### src/rtl/prim_secded_inv_39_32_pkg.sv
// Shared constants, types and decode helpers for the inverted Hsiao SECDED(39,32) code.
package prim_secded_inv_39_32_pkg;

    localparam logic [38:0] InvMask = 39'h2A00000000;

    localparam logic [38:0] HMask [7] = '{
        39'h002606bd25, 39'h00deba8050, 39'h00413d89aa, 39'h0031234ed1,
        39'h00c2c1323b, 39'h002dcc624c, 39'h0098505586
    };

    typedef enum logic [1:0] {
        SecdedOk     = 2'b00,
        SecdedSingle = 2'b01,
        SecdedDouble = 2'b10
    } secded_err_e;

    // w is the codeword with the check-bit inversion already removed.
    function automatic logic [6:0] secded_syndrome(input logic [38:0] w);
        logic [6:0] syn;
        for (int k = 0; k < 7; k++) begin
            syn[k] = ^(w & (HMask[k] | (39'd1 << (32 + k))));
        end
        return syn;
    endfunction

    function automatic logic [31:0] secded_correct(input logic [31:0] data,
                                                   input logic [6:0]  syn);
        logic [31:0] fixed;
        logic [6:0]  col;
        fixed = data;
        for (int j = 0; j < 32; j++) begin
            for (int k = 0; k < 7; k++) begin
                col[k] = HMask[k][j];
            end
            if (col == syn) begin
                fixed[j] = ~data[j];
            end
        end
        return fixed;
    endfunction

    function automatic secded_err_e secded_classify(input logic [6:0] syn);
        secded_err_e err;
        if (syn == 7'd0) begin
            err = SecdedOk;
        end else if (^syn) begin
            err = SecdedSingle;
        end else begin
            err = SecdedDouble;
        end
        return err;
    endfunction

endpackage

### src/rtl/prim_sat_cnt.sv
// Saturating event counter with a clear that takes priority over increment.
module prim_sat_cnt #(
    parameter int CntW = 16
) (
    input  logic            clk_i,
    input  logic            rst_i,
    input  logic            clr_i,
    input  logic            inc_i,
    output logic [CntW-1:0] cnt_o
);

    logic [CntW-1:0] cnt_q, cnt_d;

    always_comb begin
        cnt_d = cnt_q;
        if (clr_i) begin
            cnt_d = '0;
        end else if (inc_i && (cnt_q != {CntW{1'b1}})) begin
            cnt_d = cnt_q + CntW'(1);
        end
    end

    always_ff @(posedge clk_i) begin
        if (rst_i) begin
            cnt_q <= '0;
        end else begin
            cnt_q <= cnt_d;
        end
    end

    assign cnt_o = cnt_q;

endmodule

### src/rtl/prim_secded_inv_39_32_dec_pipe.sv
// Two-stage valid/ready SECDED(39,32) decoder with saturating error counters.
// Optional error log enabled by defining PRIM_SECDED_ERR_LOG_EN.
module prim_secded_inv_39_32_dec_pipe
    import prim_secded_inv_39_32_pkg::*;
#(
    parameter int CntW = 16
) (
    input  logic            clk_i,
    input  logic            rst_i,
    input  logic            in_valid_i,
    output logic            in_ready_o,
    input  logic [38:0]     in_data_i,
    output logic            out_valid_o,
    input  logic            out_ready_i,
    output logic [31:0]     out_data_o,
    output logic [6:0]      out_syndrome_o,
    output logic [1:0]      out_err_o,
    input  logic            cnt_clr_i,
    output logic [CntW-1:0] cnt_single_o,
    output logic [CntW-1:0] cnt_double_o
`ifdef PRIM_SECDED_ERR_LOG_EN
    ,
    output logic            log_valid_o,
    output logic [6:0]      log_syndrome_o,
    output logic [38:0]     log_data_o
`endif
);

    logic [38:0] w;
    logic        s1_ready, s2_ready, out_fire;

    logic        s1_valid_q, s1_valid_d;
    logic [31:0] s1_data_q, s1_data_d;
    logic [6:0]  s1_syn_q, s1_syn_d;

    logic        s2_valid_q, s2_valid_d;
    logic [31:0] s2_data_q, s2_data_d;
    logic [6:0]  s2_syn_q, s2_syn_d;
    logic [1:0]  s2_err_q, s2_err_d;

    // A stage accepts new contents when empty or when its word leaves this cycle.
    always_comb begin
        w          = in_data_i ^ InvMask;
        s2_ready   = ~s2_valid_q | out_ready_i;
        s1_ready   = ~s1_valid_q | s2_ready;
        out_fire   = s2_valid_q & out_ready_i;

        s1_valid_d = s1_valid_q;
        s1_data_d  = s1_data_q;
        s1_syn_d   = s1_syn_q;
        s2_valid_d = s2_valid_q;
        s2_data_d  = s2_data_q;
        s2_syn_d   = s2_syn_q;
        s2_err_d   = s2_err_q;

        if (s1_ready) begin
            s1_valid_d = in_valid_i;
            if (in_valid_i) begin
                s1_data_d = w[31:0];
                s1_syn_d  = secded_syndrome(w);
            end
        end

        if (s2_ready) begin
            s2_valid_d = s1_valid_q;
            if (s1_valid_q) begin
                s2_data_d = secded_correct(s1_data_q, s1_syn_q);
                s2_syn_d  = s1_syn_q;
                s2_err_d  = secded_classify(s1_syn_q);
            end
        end
    end

    always_ff @(posedge clk_i) begin
        if (rst_i) begin
            s1_valid_q <= 1'b0;
            s1_data_q  <= '0;
            s1_syn_q   <= '0;
            s2_valid_q <= 1'b0;
            s2_data_q  <= '0;
            s2_syn_q   <= '0;
            s2_err_q   <= '0;
        end else begin
            s1_valid_q <= s1_valid_d;
            s1_data_q  <= s1_data_d;
            s1_syn_q   <= s1_syn_d;
            s2_valid_q <= s2_valid_d;
            s2_data_q  <= s2_data_d;
            s2_syn_q   <= s2_syn_d;
            s2_err_q   <= s2_err_d;
        end
    end

    assign in_ready_o     = s1_ready;
    assign out_valid_o    = s2_valid_q;
    assign out_data_o     = s2_data_q;
    assign out_syndrome_o = s2_syn_q;
    assign out_err_o      = s2_err_q;

    prim_sat_cnt #(.CntW(CntW)) u_cnt_single (
        .clk_i (clk_i),
        .rst_i (rst_i),
        .clr_i (cnt_clr_i),
        .inc_i (out_fire & s2_err_q[0]),
        .cnt_o (cnt_single_o)
    );

    prim_sat_cnt #(.CntW(CntW)) u_cnt_double (
        .clk_i (clk_i),
        .rst_i (rst_i),
        .clr_i (cnt_clr_i),
        .inc_i (out_fire & s2_err_q[1]),
        .cnt_o (cnt_double_o)
    );

`ifdef PRIM_SECDED_ERR_LOG_EN
    // The raw codeword travels alongside the data so the log can record it untouched.
    logic [38:0] s1_raw_q, s1_raw_d;
    logic [38:0] s2_raw_q, s2_raw_d;
    logic        log_valid_q, log_valid_d;
    logic [6:0]  log_syn_q, log_syn_d;
    logic [38:0] log_data_q, log_data_d;

    always_comb begin
        s1_raw_d    = s1_raw_q;
        s2_raw_d    = s2_raw_q;
        log_valid_d = log_valid_q;
        log_syn_d   = log_syn_q;
        log_data_d  = log_data_q;

        if (s1_ready && in_valid_i) begin
            s1_raw_d = in_data_i;
        end
        if (s2_ready && s1_valid_q) begin
            s2_raw_d = s1_raw_q;
        end

        if (cnt_clr_i) begin
            log_valid_d = 1'b0;
            log_syn_d   = '0;
            log_data_d  = '0;
        end else if (out_fire && (s2_syn_q != 7'd0) && !log_valid_q) begin
            log_valid_d = 1'b1;
            log_syn_d   = s2_syn_q;
            log_data_d  = s2_raw_q;
        end
    end

    always_ff @(posedge clk_i) begin
        if (rst_i) begin
            s1_raw_q    <= '0;
            s2_raw_q    <= '0;
            log_valid_q <= 1'b0;
            log_syn_q   <= '0;
            log_data_q  <= '0;
        end else begin
            s1_raw_q    <= s1_raw_d;
            s2_raw_q    <= s2_raw_d;
            log_valid_q <= log_valid_d;
            log_syn_q   <= log_syn_d;
            log_data_q  <= log_data_d;
        end
    end

    assign log_valid_o    = log_valid_q;
    assign log_syndrome_o = log_syn_q;
    assign log_data_o     = log_data_q;
`endif

endmodule
### config.mk
export PLATFORM = sky130hd
export DESIGN_NAME = prim_secded_inv_39_32_dec_pipe
export DESIGN_NICKNAME = d
export VERILOG_FILES = /design/src/rtl/prim_secded_inv_39_32_pkg.sv /design/src/rtl/prim_sat_cnt.sv /design/src/rtl/prim_secded_inv_39_32_dec_pipe.sv
export SDC_FILE = /design/constraint.sdc
export NUM_CORES = 1
export LEC_CHECK = 0
export CAP_MARGIN = 20
export CORE_AREA = 4 4 114 116
export CTS_CLUSTER_DIAMETER = 50
export DETAILED_ROUTE_END_ITERATION = 8
export DIE_AREA = 0 0 118 120
export HOLD_SLACK_MARGIN = 0.06
export PLACE_DENSITY = 0.78
export SETUP_SLACK_MARGIN = 0.3
export SLEW_MARGIN = 10
export SYNTH_ARGS = -nofsm -noshare
export SYNTH_HDL_FRONTEND = slang
export SYNTH_SLANG_ARGS = --single-unit
### constraint.sdc
create_clock -name clk_i -period 1.9 [get_ports clk_i]
set_input_delay 0.38 -clock clk_i [delete_from_list [all_inputs] [get_ports clk_i]]
set_output_delay 0.38 -clock clk_i [all_outputs]
set_load 0.03 [all_outputs]
* Word level (Yosys, flattened, before mapping)
Cells that the tools add are included.
Word-level totals: bits in latches 0, output and inout bits 75, RAM bits 0, memory bits (read-only) 0, logic and storage cells 133, memories kept 0, register bits 114
Cells by class: shifts and indexed selects 0, equal/unequal tests 34, multipliers 0, reduce and logical (&&, ||, !) cells 14, $add $sub $neg 2, mux-type cells 34, bitwise gates (word level) 40, $lt $le $gt $ge 0, div/mod/pow operators 0
Operators by type and width (number):
- parity 39 bit | 7
- equality test 7 bit, first input constant | 12
- equality test 6 x 7 -> 1 bit, first input constant | 10
- equality test 5 x 7 -> 1 bit, first input constant | 6
- inverter 1 bit | 34
- adder 16 x 1 -> 16 bit, second input constant | 2
- two-way mux 1 bit | 32
- != test 16 bit, second input constant | 2
- equality test 4 x 7 -> 1 bit, first input constant | 3
- equality test 3 x 7 -> 1 bit, first input constant | 1
- logical NOT 7 bit | 1
- parity 7 bit | 1
- two-way mux 2 bit | 2
- AND reduction 2 bit | 2
- AND 1 bit | 3
- inverter 3 bit | 1
- logical AND 1 bit | 2
- OR 1 bit | 2
- OR reduction 2 bit | 1

* Depth between registers and ports, before layout
Gate-level depths: netlist of run 1.
word-level depth 4, mapped depth 7

* Cells and area by module
Synthesis of run 1 repeated with hierarchy kept, for this count alone.
Unflattened totals: cells, all modules 677, area total of the unflattened synthesis 6088.3 sq um
By module, submodules not included:
- prim_secded_inv_39_32_dec_pipe | area each 4254.1 sq um, times used 1, cells each 473, sequential area each 1641.6 sq um
- prim_sat_cnt | area each 917.1 sq um, times used 2, cells each 102, sequential area each 320.3 sq um

* Least setup slack after synthesis of run 1
Ideal clock, no wire load.
path type register to register, start register u_cnt_double.cnt_q[2] (netlist: u_cnt_double.cnt_o[2]), end register u_cnt_double.cnt_q[11] (netlist: u_cnt_double.cnt_o[11]), stages on the path, launching flop included 6, path slack 0.067 ns, required time 1.784 ns, period minus slack after synthesis 1.833 ns, path buffers 0, data arrival time 1.716 ns, cells stage by stage dfxtp_1 > and4_4 > inv_2 > a2111oi_4 > a31oi_1 > a41o_1
Between the ends: word-level cells in the longest chain between the ends 2, elaborated cells on any way between the ends 3, those cells by class add/sub (1); eq/ne (1); reduce/logical (1)
Ends and longest elaborated chain:
- start: declaration | RTL line prim_sat_cnt.sv:12 | logic [CntW-1:0] cnt_q, cnt_d;
- start signal: assignment | RTL line prim_sat_cnt.sv:27 | cnt_q <= cnt_d;
- branches (longest 2 deep; another with adder 16 x 1 -> 16 bit)
Several ways; the timed one is not identified. A chain may end at the register's enable or synchronous reset.

* Final worst setup path of run 1
start input port in_data_i[9], end register s1_syn_q[3]
Between the ends: word-level cells in the longest chain between the ends 1
Ends and longest elaborated chain:
- start: declaration | RTL line prim_secded_inv_39_32_dec_pipe.sv:12 | input logic [38:0] in_data_i,
- parity 39 bit | RTL line prim_secded_inv_39_32_pkg.sv:21 | syn[k] = ^(w & (HMask[k] | (39'd1 << (32 + k))));
- end signal: assignment | RTL line prim_secded_inv_39_32_dec_pipe.sv:86 | s1_syn_q <= s1_syn_d;
- end: declaration | RTL line prim_secded_inv_39_32_dec_pipe.sv:34 | logic [6:0] s1_syn_q, s1_syn_d;
No other way between the ends.

==> results of run 1 <==
state kept, by name (all words and copies together) (netlist names):
| register | count |
|---|---|
| u_cnt_double.cnt_o | 16 |
| s1_data_q | 32 |
| out_data_o | 32 |
| out_syndrome_o | 7 |
| out_valid_o | 1 |
| out_err_o | 2 |
| s1_valid_q | 1 |
| u_cnt_single.cnt_o | 16 |
| s1_syn_q | 7 |
worst max-delay path by stage:
stage	to	slack, ps	from	cells past startpoint
finish	s1_syn_q[3]$_SDFFE_PP0P_	220	in_data_i[9]	7
global placement	s1_syn_q[1]$_SDFFE_PP0P_	-220	in_data_i[4]	5
floorplan	u_cnt_double.cnt_o[11]$_SDFFE_PP0P_	280	out_err_o[1]$_SDFFE_PP0P_	4
detailed placement	s1_syn_q[5]$_SDFFE_PP0P_	-270	in_data_i[2]	6
CTS	in_ready_o	110	out_valid_o$_SDFFE_PP0P_	4
global route	in_ready_o	190	out_valid_o$_SDFFE_PP0P_	4
layer usage:
metal  vias to the layer above  part of all wire  track usage
li1                       2629                 -            -
met1                      2674              0.42       0.2954
met2                       265              0.49       0.3931
met3                        41             0.065      0.06079
met4                         0             0.026       0.1048
met5                         -                 0            0
layout by cell type, fill, tap and decap left out, types with 4 or more instances in the layout:
master,count
a211oi_2,4
xor2_2,8
o21ai_1,5
xor2_1,40
buf_12,4
clkdlybuf4s15_1,9
nor2_1,68
clkinv_2,4
clkbuf_16,19
or3_1,4
dlymetal6s2s_1,8
dfxtp_2,30
a211oi_1,32
nor3_1,6
buf_4,67
ha_2,6
dlygate4sd2_1,76
nor2b_4,4
nand2_1,101
inv_1,7
nand3_2,5
nand3_1,36
xnor2_1,43
xor3_1,4
dfxtp_1,79
ha_1,6
dfxtp_4,5
clkdlybuf4s50_1,13
nand4_1,16
xnor2_2,12
a21oi_1,51
clkdlybuf4s15_2,4
xnor3_1,7
clkbuf_2,6
final cells by class:
| class | instances | area, um2 |
|---|---|---|
| clock buffers | 21 | 470.5 |
| clock inverters | 10 | 132.6 |
| fillers | 837 | 3336 |
| inverters | 8 | 30.03 |
| multi-input cells | 508 | 3687 |
| flip-flops and latches | 114 | 2338 |
| well taps | 147 | 183.9 |
| repair buffers | 193 | 1733 |
worst reg2reg max path, cell delays in order, from the launching register on:
cell	delay, ps
dfxtp_1	440
inv_1	100
ha_2	350
xor2_2	210
xor2_1	120
a22oi_1	160
nor2_1	60
power groups by stage:
stage	clock network (uW)	registers (uW)	logic (uW)
global placement	0	2740	1670
CTS	3260	2700	1710
global route	3390	2730	1990
finish	3240	2720	1880
floorplan	0	2820	1010
detailed placement	0	2750	1710
through the flow:
stage / std cells / util / hold WS (ps) / power, uW / cell area, um2
finish: 1001 / 0.7200 / 291.3 / 7834 / 8576
global route: 1001 / 0.7200 / 308.8 / 8112 / 8576
CTS: 990 / 0.6920 / 279.6 / 7676 / 8243
detailed placement: 955 / 0.6382 / 449.5 / 4458 / 7602
global placement: 955 / 0.6382 / 449.8 / 4412 / 7602
floorplan: 666 / - / 448.1 / 3824 / 5898
repair_timing:
item	4_1_cts	5_1_grt
buffers inserted	4	9
setup endpoints to repair	154	68
pin swaps	17	19
hold buffers	0	0
resized for setup	134	65
gates cloned	0	2
cells in the mapped netlist (2+ instances only):
cell	number
a22oi_1	2
nand2_1	102
dfxtp_1	114
nand4_1	16
a31oi_1	3
inv_1	7
nor2_1	68
nand4b_1	2
or3_1	4
and2_1	4
ha_1	14
nor3_1	7
nor2b_1	5
and4_1	2
o211ai_1	2
xor3_1	4
xnor3_1	8
xor2_1	48
o21ai_1	5
xnor2_1	54
a211oi_1	36
clkbuf_1	24
and3_1	2
a21oi_1	52
mux2i_1	3
a31o_1	2
buf_2	8
buf_1	3
xnor2_2	2
nand3_1	41
kinds of logic (layout without fill, tap and decap cells):
kind of cell | Yosys count | after routing
XOR/XNOR | 118 | 118
AND/OR/NAND/NOR | 264 | 264
adder cells (fa/ha/maj) | 14 | 14
multiplexers | 3 | 3
flip-flops | 114 | 114
buffers and inverters | 44 | 232
AO/OA/AOI/OAI | 109 | 109
==> results.yml, run 1 <==
outcome:
  status: "finished clean"
route:
  remaining_drc_errors: 0
  wirelength_um: 17850
  antenna_left: 0
  dr.pass1.iters: 7
  via_per_inst: 5.603
  vias: 5609
  wl_per_cell_um: 17.84
  first_iter_violations: 530
timing:
  hold_viol: 0
  worstMarginPinSlew_ps: 874.9
  setup_viol: 0
  tns_ps: 0
  rsz0062_at_grt: "yes"
  layout_setup_ws_ps: 217.6
  max_freq_ghz: 0.5944
  drv_slew: 0
  slew_headroom: 0.4168
  fin_crit_ps: 1682
  post-route-period-util: 0.8855
  finClkSkew_ps: 6.391
cts:
  tritoncts: "built"
  h-tree-depth: 4
  root_buffer: "clkbuf_16"
  cts.path.max_buffers: 2
  numCtsBuffers: 17
  cts_num_sinks: 114
  path_clk_slew_ps: 50
  worstSkewPairLatency_ps: 410
floorplan:
  start_util: 0.4907
  chipWidth_um: 118
  die_y_um: 120
  coreArea_um2: 11910
  rows: 40
  pin_count: 119
  die-area_um2: 14160
critical_path:
  crit_required_ps: 2210
  crit_top_cell: "xnor2_1"
  reg2reg_depth: 6
  start_kind: "primary input"
  r2r_slack_ps: 310
  cp_num_buf_inv: 2
  cp_slowest_cell: "clkdlybuf4s50_1"
  worstPathArrival_ps: 1990
  critPathCaptureType: "register"
  worstReg2RegEnd: "out_err_o[1]$_SDFFE_PP0P_"
  cpPeakStageDelay_ps: 490
  worst-setup-path-type: "primary input to register"
  path_cells: "clkdlybuf4s50_1, buf_4, xnor2_4, xnor2_1, xnor2_1, xnor2_1, a211oi_1"
  crit_family: "buffers and inverters"
  critPathMaxFanout: 2
  worstReg2RegStart: "s1_syn_q[3]$_SDFFE_PP0P_"
power_and_ir_drop:
  power_leakage_uw: 0.003694
  power.switching_uw: 2246
  clockPowerShare: 0.413
  switching_share: 0.2867
  combPwrFrac: 0.240
  power_density_nw_per_um2: 913.5
  seqPwrFrac: 0.347
  power.internal_uw: 5588
  worst_ir_drop_vdd_mv: 0.6560
logic_synthesis:
  ys_seq_area_frac: 0.3905
  synth_top_area_share: 0.3905
  synth_fp_nets: 724
  synth_fa_ha_area_frac: 0.02997
  synth-simple-area-share: 0.2072
  synth_edf_count: 0
  synthFlopType: "dfxtp_1"
  synthXorXnorAreaFrac: 0.2143
  synth_cells: 666
  synth-compound-area-share: 0.1201
  postSynthAreaPerCell_um2: 8.775
  async_flop_share: 0
  synth_cell_types: 52
  yosysTopAreaCell: "dfxtp_1"
  synth.ff_latch_count: 114
  synth_warnings: 0
  synth_top_family_by_area: "XOR/XNOR gates"
  synthMuxAreaShare: 0.005138
  synth_area_um2: 5844
  synthTopCellsByArea: "dfxtp_1 (39%), xnor2_1 (8.1%), xor2_1 (7.2%)"
final_layout:
  diodes: 0
  fin_nets: 900
  drive_above_1_share: 0.2471
  area_growth_pct: 46.74
global_routing:
  grt.overflow.total: 0
  antenna_found_initial: 0
  grt_pass1_vias: 5431
  grt_max_degree: 83
  grtUsageTotal: 0.2383
  grt_pass1_wl_um: 27240
worst_hold_path:
  hp-start: "rst_i"
  hold_path_depth: 3
  min-delay-path-class: "primary input to register"
  min_to: "u_cnt_double.cnt_o[15]$_SDFFE_PP0P_"
place:
  place_ws_ps: -272.7
  portBuffers: 118
  routabilityCongestion: 0.8678
  hpwl_um: 12100
flow_run:
  cap_violations: 0
(Power assumes the default switching activity.)
==> run 2, diff against run 1 <==
--- a/config.mk
+++ b/config.mk
@@ -10,6 +10,7 @@
 export CTS_CLUSTER_DIAMETER = 50
 export DETAILED_ROUTE_END_ITERATION = 8
 export DIE_AREA = 0 0 118 120
+export GPL_ROUTABILITY_DRIVEN = 0
 export HOLD_SLACK_MARGIN = 0.06
 export PLACE_DENSITY = 0.78
 export SETUP_SLACK_MARGIN = 0.3
==> results.yml, run 2 (synthesis results as in run 1) <==
global_routing:
  grt_pass1_vias: 5395
  grt.overflow.total: 0
  use_met1: 0.2950
  antenna_found_initial: 0
  use_met2: 0.3917
  grt_pass1_wl_um: 26960
  grtUsageTotal: 0.2362
  grt_max_degree: 83
  grt-busiest-layer: "met2"
  met3_usage: 0.05891
cts:
  root_buffer: "clkbuf_16"
  holdBufCountCts: 0
  cts.path.max_buffers: 2
  worstSkewPairLatency_ps: 420
  numCtsBuffers: 17
  tritoncts: "built"
  path_clk_slew_ps: 50
  cts_num_sinks: 114
  h-tree-depth: 4
route:
  wl_per_cell_um: 18.14
  remaining_drc_errors: 0
  via_per_inst: 5.649
  wirelength_um: 18300
  first_iter_violations: 400
  dr.pass1.iters: 5
  antenna_left: 0
  vias: 5700
timing:
  hold_viol: 0
  drv_slew: 0
  slew_headroom: 0.4091
  worstMarginPinSlew_ps: 886.3
  worst_hold_slack_ps: 283.8
  setup_viol: 0
  max_freq_ghz: 0.5919
  finClkSkew_ps: 8.720
  post-route-period-util: 0.8892
  tns_ps: 0
  rsz0062_at_grt: "yes"
  fin_crit_ps: 1689
critical_path:
  start_kind: "register"
  worstPathArrival_ps: 1310
  critPathMaxFanout: 5
  critPathCaptureType: "primary output"
  worst-setup-path-type: "register to primary output"
  crit_required_ps: 1520
  r2r_slack_ps: 230
final_layout:
  fillerInstances: 807
  area_growth_pct: 47.36
  final_core_util: 0.7230
  fin_nets: 910
  drive_above_1_share: 0.2506
  diodes: 0
  final_cell_mix: "nand2_1 (101), dfxtp_1 (79), dlygate4sd2_1 (74), buf_4 (74), nor2_1 (65)"
  fin_cells: 1009
  layout.cells.most_common: "nand2_1"
place:
  hpwl_um: 12110
  portBuffers: 118
  placedCellCount: 954
power_and_ir_drop:
  power_leakage_uw: 0.003705
  worst_ir_drop_vdd_mv: 0.5588
  total_power_uw: 7605
  power_density_nw_per_um2: 883.1
outcome:
  status: "finished clean"
floorplan:
  chipWidth_um: 118
  die_y_um: 120
  coreArea_um2: 11910
  pin_count: 119
  rows: 40
  start_util: 0.4907
  die-area_um2: 14160
worst_hold_path:
  min-delay-path-class: "primary input to register"
flow_run:
  cap_violations: 0
==> run 2: changes by cell type in the layout (fill, tap and decap cells not counted), moves of 3 or more <==
cell / previous run / this run
nor2_1: 68 / 65
xor2_2: 8 / 4
buf_4: 67 / 74
xor2_1: 40 / 44
==> run 2: metrics by stage <==
stage | instance area (um2) | setup slack (ps)
after global routing | 8612 | 173.6
final | 8612 | 210.5
after floorplan | 5898 | 282.1
after detailed placement | 7595 | -308.1
after global placement | 7595 | -219.1
after CTS | 8192 | 87.99
==> run 2: final timing paths <==
| path | start | to | depth (start not counted) |
|---|---|---|---|
| max | out_valid_o$_SDFFE_PP0P_ | in_ready_o | 4 |
| min | rst_i | u_cnt_double.cnt_o[15]$_SDFFE_PP0P_ | 3 |
| max reg2reg | u_cnt_double.cnt_o[6]$_SDFFE_PP0P_ | u_cnt_double.cnt_o[11]$_SDFFE_PP0P_ | 7 |
| min reg2reg | out_syndrome_o[1]$_SDFFE_PP0P_ | out_syndrome_o[1]$_SDFFE_PP0P_ | 2 |
==> run 2: power breakdown <==
part / internal (uW) / switching, uW / total [uW]
Combinational: 907 / 975 / 1880
Clock: 1940 / 1070 / 3010
Sequential: 2540 / 169 / 2710
==> run 2: final cells by class <==
| type | count | area [um2] | share of cell area |
|---|---|---|---|
| multi-input cells | 508 | 3667 | 0.4258 |
| flip-flops and latches | 114 | 2344 | 0.2721 |
| repair buffers | 203 | 1833 | 0.2128 |
| clock buffers | 24 | 501.7 | 0.05826 |
| well taps | 147 | 183.9 | 0.02136 |
| clock inverters | 5 | 52.55 | 0.006102 |
| inverters | 8 | 30.03 | 0.003487 |
==> run 2: worst max-delay path: stages (launching register included) <==
cell	delay [ps]
dfxtp_4	340
and2b_2	230
nand2_2	90
buf_4	120
buf_6	120
==> run 2: repair_timing <==
action / 4_1_cts / 5_1_grt
resized for setup: 129 / 73
pin swaps: 22 / 20
endpoints found under the setup margin: 157 / 83
setup buffers: 7 / 15
cloned: 0 / 4
==> run 2: layer usage <==
metal / wire (um) / vias to the layer above
li1: - / 2659
met1: 7626 / 2737
met2: 9047 / 264
met3: 1193 / 40
met4: 432 / 0
met5: 0 / -
==> run 3, diff against run 2 <==
--- a/config.mk
+++ b/config.mk
@@ -6,13 +6,15 @@
 export NUM_CORES = 1
 export LEC_CHECK = 0
 export CAP_MARGIN = 20
-export CORE_AREA = 4 4 114 116
+export CELL_PAD_IN_SITES_DETAIL_PLACEMENT = 1
+export CELL_PAD_IN_SITES_GLOBAL_PLACEMENT = 2
+export CORE_AREA = 4 4 143 145
 export CTS_CLUSTER_DIAMETER = 50
 export DETAILED_ROUTE_END_ITERATION = 8
-export DIE_AREA = 0 0 118 120
+export DIE_AREA = 0 0 147 149
 export GPL_ROUTABILITY_DRIVEN = 0
 export HOLD_SLACK_MARGIN = 0.06
-export PLACE_DENSITY = 0.78
+export PLACE_DENSITY = 0.81
 export SETUP_SLACK_MARGIN = 0.3
 export SLEW_MARGIN = 10
 export SYNTH_ARGS = -nofsm -noshare
==> results.yml, run 3 (synthesis results as in run 1) <==
final_layout:
  layout.cells.most_common: "nand2_1"
  fin_nets: 921
  drive_above_1_share: 0.3025
  diodes: 0
  area_growth_pct: 55.47
  final_cell_mix: "nand2_1 (100), buf_4 (81), dfxtp_1 (79), nor2_1 (67), dlygate4sd2_1 (49)"
  fin_cells: 1141
worst_hold_path:
  hp-start: "rst_i"
  hold_path_depth: 3
  min-delay-path-class: "primary input to register"
  min_to: "u_cnt_double.cnt_o[15]$_SDFFE_PP0P_"
route:
  first_iter_violations: 235
  wl_per_cell_um: 17.87
  remaining_drc_errors: 0
  antenna_left: 0
  vias: 5393
  dr.pass1.iters: 4
  via_per_inst: 4.727
  wirelength_um: 20390
critical_path:
  start_kind: "register"
  worst-setup-path-type: "register to primary output"
  critPathMaxFanout: 3
  worstReg2RegStart: "u_cnt_double.cnt_o[8]$_SDFFE_PP0P_"
  worstPathArrival_ps: 1300
  crit_required_ps: 1520
  worstReg2RegEnd: "u_cnt_double.cnt_o[11]$_SDFFE_PP0P_"
  reg2reg_depth: 7
  critPathCaptureType: "primary output"
  r2r_slack_ps: 260
floorplan:
  chipWidth_um: 147
  die_y_um: 149
  start_util: 0.3043
  die-area_um2: 21900
  pin_count: 119
  rows: 51
  coreArea_um2: 19210
outcome:
  status: "finished clean"
timing:
  finClkSkew_ps: 12.62
  worstMarginPinSlew_ps: 508.2
  drv_slew: 0
  post-route-period-util: 0.8850
  hold_viol: 0
  max_freq_ghz: 0.5947
  tns_ps: 0
  setup_viol: 0
  fin_crit_ps: 1682
  layout_setup_ws_ps: 218.5
  rsz0062_at_grt: "yes"
  slew_headroom: 0.6599
cts:
  worstSkewPairLatency_ps: 420
  path_clk_slew_ps: 50
  numCtsBuffers: 17
  cts_num_sinks: 114
  root_buffer: "clkbuf_16"
  cts.path.max_buffers: 2
  tritoncts: "built"
  h-tree-depth: 4
power_and_ir_drop:
  worst_ir_drop_vdd_mv: 0.4982
  power_leakage_uw: 0.003768
  power_density_nw_per_um2: 913.2
  total_power_uw: 8298
global_routing:
  grt_max_degree: 83
  antenna_found_initial: 0
  grt.overflow.total: 0
  grtUsageTotal: 0.1827
  grt_pass1_vias: 5693
  grt_pass1_wl_um: 31590
flow_run:
  cap_violations: 0
place:
  portBuffers: 118
  hpwl_um: 14650
  place_ws_ps: -262.5
  placedCellCount: 1085
[run 3: power by group]
part	internal [uW]	switching, uW
Clock	2460	1120
Sequential	2540	158
Combinational	984	1050
Total	5980	2320
[run 3: metrics by stage]
step	utilization	hold WS [ps]	instance area, um2
3_5_place_dp	0.4088	462.3	7853
2_1_floorplan	-	448.1	5898
4_1_cts	0.4509	303.4	8660
5_1_grt	0.4731	328.0	9086
6_report	0.4731	312.9	9086
3_3_place_gp	0.4088	450.6	7853
[run 3: worst max-delay path by stage]
stage | slack, ps | start | endpoint | cells past startpoint
floorplan | 280 | out_err_o[1]$_SDFFE_PP0P_ | u_cnt_double.cnt_o[11]$_SDFFE_PP0P_ | 4
global placement | -240 | in_data_i[8] | s1_syn_q[6]$_SDFFE_PP0P_ | 6
detailed placement | -260 | in_data_i[31] | s1_syn_q[1]$_SDFFE_PP0P_ | 6
CTS | 80 | out_valid_o$_SDFFE_PP0P_ | in_ready_o | 4
global route | 170 | u_cnt_single.cnt_o[1]$_SDFFE_PP0P_ | u_cnt_single.cnt_o[8]$_SDFFE_PP0P_ | 7
finish | 220 | out_valid_o$_SDFFE_PP0P_ | in_ready_o | 4
[run 3: final cells by class]
cell class / count / area, um2
multi-input cells: 508 / 3817
repair buffers: 214 / 1894
well taps: 265 / 331.6
flip-flops and latches: 114 / 2351
clock inverters: 10 / 177.7
clock buffers: 22 / 484.2
inverters: 8 / 30.03
fillers: 2173 / 10120
[run 3: timing repair]
item | CTS | global route
pin swaps | 22 | 37
setup endpoints to repair | 149 | 103
hold endpoints to repair | 0 | 0
hold buffers | 0 | 0
setup buffers | 13 | 11
gates resized for setup | 147 | 127
[run 3: per-layer routing]
metal	track usage	share of wire	wire length [um]	vias up
met5	0	0	0	-
li1	-	-	-	2666
met3	0.04072	0.044	894	21
met1	0.2385	0.45	9208	2589
met4	0.05033	0.012	247	0
met2	0.3061	0.49	10040	117
[run 3: worst max-delay path, cell delays in order, from the launching register on]
cell     delay (ps)
dfxtp_4         340
and2b_2         220
nand2_2          90
buf_4           120
buf_6           120
